--- config.mk ---
export PLATFORM = sky130hd
export DESIGN_NAME = elastic_fifo
export DESIGN_NICKNAME = d
export VERILOG_FILES = /design/src/rtl/elastic_fifo.sv
export SDC_FILE = /design/constraint.sdc
export NUM_CORES = 1
export LEC_CHECK = 0
export ABC_AREA = 0
export CORE_MARGIN = 1.5
export CORE_UTILIZATION = 40
export CTS_CLUSTER_DIAMETER = 100
export DETAILED_ROUTE_END_ITERATION = 16
export GPL_ROUTABILITY_DRIVEN = 0
export SETUP_SLACK_MARGIN = 0.02
export SLEW_MARGIN = 25
export SYNTH_ARGS = -nofsm -noshare
export SYNTH_HDL_FRONTEND = slang
export SYNTH_SLANG_ARGS = --single-unit
--- constraint.sdc ---
create_clock -name clk -period 3.32 [get_ports clk]
set_clock_uncertainty 0.05 [all_clocks]
set_input_delay 0.498 -clock clk [delete_from_list [all_inputs] [get_ports clk]]
set_output_delay 0.498 -clock clk [all_outputs]
set_load 0.02 [all_outputs]
--- src/rtl/elastic_fifo.sv ---
// rtl/elastic_fifo.sv - registered-handshake FIFO with output left-shift, occupancy count and synchronous flush
module elastic_fifo #(
    parameter  int DW    = 32,
    parameter  int DEPTH = 4,
    parameter  int SHIFT = 2,
    localparam int CW    = $clog2(DEPTH + 1)
) (
    input  logic          clk,
    input  logic          rst,
    input  logic          flush,
    input  logic [DW-1:0] t0_data,
    input  logic          t0_valid,
    output logic          t0_ready,
    output logic [DW-1:0] i0_data,
    output logic          i0_valid,
    input  logic          i0_ready,
    output logic [CW-1:0] count
);
    localparam int AW = $clog2(DEPTH);
    localparam logic [CW-1:0] DEPTH_C = CW'(DEPTH);

    logic [DW-1:0] mem_q [DEPTH];
    logic [AW-1:0] wr_ptr_q, wr_ptr_d;
    logic [AW-1:0] rd_ptr_q, rd_ptr_d;
    logic [CW-1:0] count_q, count_d;
    logic          ready_q, ready_d;
    logic          valid_q, valid_d;
    logic          push, pop;
    logic [DW-1:0] head;

    assign push = t0_valid & ready_q;
    assign pop  = valid_q & i0_ready;

    always_comb begin
        wr_ptr_d = wr_ptr_q;
        rd_ptr_d = rd_ptr_q;
        count_d  = count_q + CW'(push) - CW'(pop);
        if (push) wr_ptr_d = wr_ptr_q + AW'(1);
        if (pop)  rd_ptr_d = rd_ptr_q + AW'(1);
        // Flush wins over any same-cycle handshake; an accepted push is dropped.
        if (flush) begin
            wr_ptr_d = '0;
            rd_ptr_d = '0;
            count_d  = '0;
        end
        ready_d = flush | (count_d < DEPTH_C);
        valid_d = (count_d != '0);
    end

    always_ff @(posedge clk or posedge rst) begin
        if (rst) begin
            wr_ptr_q <= '0;
            rd_ptr_q <= '0;
            count_q  <= '0;
            ready_q  <= 1'b0;
            valid_q  <= 1'b0;
        end else begin
            wr_ptr_q <= wr_ptr_d;
            rd_ptr_q <= rd_ptr_d;
            count_q  <= count_d;
            ready_q  <= ready_d;
            valid_q  <= valid_d;
        end
    end

    // Storage needs no reset: nothing reads it until the pointers say it is valid.
    always_ff @(posedge clk) begin
        if (push && !flush) mem_q[wr_ptr_q] <= t0_data;
    end

    assign head     = mem_q[rd_ptr_q];
    assign i0_data  = valid_q ? (head << SHIFT) : '0;
    assign i0_valid = valid_q;
    assign t0_ready = ready_q;
    assign count    = count_q;
endmodule

==> out/results.tsv <==
stage	metric	value	unit
global_routing	Global Route Usage Sum	0.1446	
drt	# DRC	0	
critical_path	Critical Path Source Type	flop	
global_routing	grt peak-use layer	met2	
clock_tree	Sink Count	129	
global_routing	GRT met3 Usage	0.04341	
layout	layout cell share with drive strength beyond 1	0.2189	
sta	hold_ws	306.2	ps
drt	Post-DRT Antenna Nets	0	
global_routing	initial antenna violation count	0	
clock_tree	CTS Buffer Depth	2	
critical_path	crit path capture type	output pin	
critical_path	CP Class	flop to output pin	
critical_path	Worst Path Required	2770	ps
clock_tree	clock latency on the worst-skew pair	400	ps
global_routing	vias in the first global route	2566	
logic_synthesis	post-synth cell types	23	
sta	Final Critical Period	2981	ps
sta	setup TNS	0	ps
clock_tree	Hold-fix buffers, CTS	0	
layout	final net count	369	
clock_tree	CTS buffer count	17	
hold_path	worst min path class	primary input to async pin	
sta	Max-Slew Margin vs Limit	0.6568	
die	Initial Utilization	0.4156	
critical_path	FF-to-FF Start	i0_valid	
logic_synthesis	Post-synth EDFFs	120	
sta	Final Slew Violations	0	
sta	final hold vios	0	
global_routing	pin count of the biggest net entering global routing	33	
job	Max-cap violations	0	
placed_design	Detail Placement HPWL	5458	µm
global_routing	first-pass GRT wire length	13600	µm
die	# IOs	74	
drt	drt wl/cell	17.26	µm
layout	# diodes	0	
logic_synthesis	Avg Cell Area, Syn	21.32	µm²
power_and_ir_drop	pwr/cell area	755.0	nW/µm²
sta	unrepaired setup endpoints after global routing	false	
global_routing	met2 Usage GRT	0.2241	
clock_tree	setup bufs post-CTS	0	
drt	initial drt markers	108	
power_and_ir_drop	Worst VDD drop	0.3902	mV
sta	Tcrit/Tclk final	0.8980	
critical_path	CP Max Fanout	14	
logic_synthesis	Syn Std Cell Area	5075	µm²
critical_path	crit path DAT	2430	ps
power_and_ir_drop	LEAKAGE	2.192	nW
layout	number of fill cells in the layout	1017	
sta	Worst Tran Pin Value	514.7	ps
critical_path	CP max-delay cell	mux4_1	
clock_tree	post-CTS resize count	0	
critical_path	crit-path max cell delay	550	ps
clock_tree	Reg clk slew, reported paths	50	ps
logic_synthesis	Yosys top cell by area	edfxtp_1	
clock_tree	H-tree depth	4	
drt	DR vias	2413	
die	Die Wd	115.6	µm
logic_synthesis	Synth Register Bits	129	
die	DIE HEIGHT	115.6	µm
die	Die ar.	13370	µm²
logic_synthesis	Most used DFF post-synth	edfxtp_1	
clock_tree	CTS Root Cell	clkbuf_16	
die	Placeable Area	12210	µm²
drt	First-pass DRT Iterations	4	
logic_synthesis	Syn. warnings	0	
logic_synthesis	largest cells by area after synthesis	edfxtp_1, mux4_2, dfrtp_1	
logic_synthesis	top cell type's share of synthesized area	0.7101	
drt	vias per inst	4.769	
critical_path	worst setup path start	rd_ptr_q[0]	
placed_design	input/output buffers	69	
status	status	completed	
logic_synthesis	sequential cell area fraction in the yosys report	0.7544	
sta	endpoints failing setup	0	
global_routing	gr ovfl total	0	
drt	routed wire length	8732	µm
global_routing	grt met1 use	0.1861	
clock_tree	CTS tree	yes	
sta	Fmax	0.3354	GHz
layout	Area growth, synth to finish	29.17	%
logic_synthesis	ys async rst share	0.06977	
critical_path	CP Cell Sequence	buf_12, mux4_1, and2_1, clkdlybuf4s50_1	
die	Cell Rows	40	
logic_synthesis	Post-Synthesis Cells	238	
## cells by family (layout without fill, tap and decap cells)
| kind of cell | after synthesis | count (layout) | synth area share |
|---|---|---|---|
| xor+xnor | 4 | 4 | 0.009616 |
| compound gates | 1 | 1 | 0.0009852 |
| simple gates | 47 | 47 | 0.05350 |
| buf+inv | 19 | 118 | 0.02736 |
| mux | 30 | 30 | 0.1346 |
| other cells | 1 | 2 | 0.0007389 |
| fa+ha+maj | 7 | 7 | 0.01874 |
| flops | 129 | 129 | 0.7544 |
## worst max-delay path, delay by kind of cell, from the launching register on
| family | cells | cell delay [ps] |
|---|---|---|
| buf+inv | 2 | 750 |
| mux | 1 | 550 |
| simple gates | 1 | 180 |
| flops | 1 | 540 |
## sequential cells by signal, summed over array words and instances (netlist names)
signal and flops:
mem_q 120, count 3, rd_ptr_q 2, wr_ptr_q 2, i0_valid 1, t0_ready 1
## cell usage after synthesis, types with 2 or more instances
cell      count
and2_1       35
buf_12        3
buf_2         3
buf_4         2
clkbuf_1      4
dfrtp_1       9
edfxtp_1    120
ha_1          6
inv_1         6
mux4_1        2
mux4_2       28
nand2_1       2
nand3_1       2
nor2_1        6
xnor2_1       2
## layer usage
layer	vias up	routed length (µm)
met2	64	4171
met4	0	142
met5	-	0
li1	1105	-
met1	1233	3964
met3	11	454
## where the power goes
group,internal (W),switching (W),total [W]
combinational,0.000677,0.000598,0.00128
sequential,0.00190,0.0000651,0.00196
clock,0.00108,0.000626,0.00171
total,0.00366,0.00129,0.00495
## placed cells by master (no fill, tap or decap), types with 4 or more instances in the layout
cell	netlist	routed
buf_12	3	4
and2_1	35	31
and2_2	0	4
nor2_1	6	6
buf_4	2	7
inv_1	6	6
clkinv_2	0	8
clkbuf_16	0	17
dfrtp_1	9	7
clkdlybuf4s50_1	0	69
edfxtp_1	120	120
ha_1	6	6
mux4_2	28	28
## path summary, 6_finish.rpt
| check | endpoint | slack [ps] | cells after the start |
|---|---|---|---|
| min in group clk | wr_ptr_q[1] | 510 | 2 |
| worst min register to register | wr_ptr_q[1] | 510 | 2 |
| max in group asynchronous | rd_ptr_q[1] | 2640 | 2 |
| worst min-delay path | count[0] | 310 | 2 |
| worst max-delay path | i0_data[31] | 340 | 4 |
| worst max register to register | i0_valid | 1150 | 9 |
## area by class of cell
cell class                 count  area, µm²  area share
inverter                       6      22.52    0.003436
clock inverter                14      122.6     0.01871
multi-input combinational     91       1116      0.1703
clock buffer                  18      429.2     0.06547
timing repair buffer          80      823.3      0.1256
sequential                   129       3831      0.5845
tap                          168      210.2     0.03207
## metrics by stage
step | setup WS [ps] | instance area, µm² | power [W] | cells | util
global route | 233.8 | 6555 | 0.005168 | 506 | 0.5368
floorplan | 1066 | 5079 | 0.002778 | 239 | -
CTS | 267.7 | 6555 | 0.005026 | 506 | 0.5368
global placement | 543.7 | 6003 | 0.003292 | 474 | 0.4916
detailed placement | 531.6 | 6003 | 0.003303 | 474 | 0.4916
finish | 338.6 | 6555 | 0.004949 | 506 | 0.5368
Note: power is estimated with default switching activity, not from simulation.
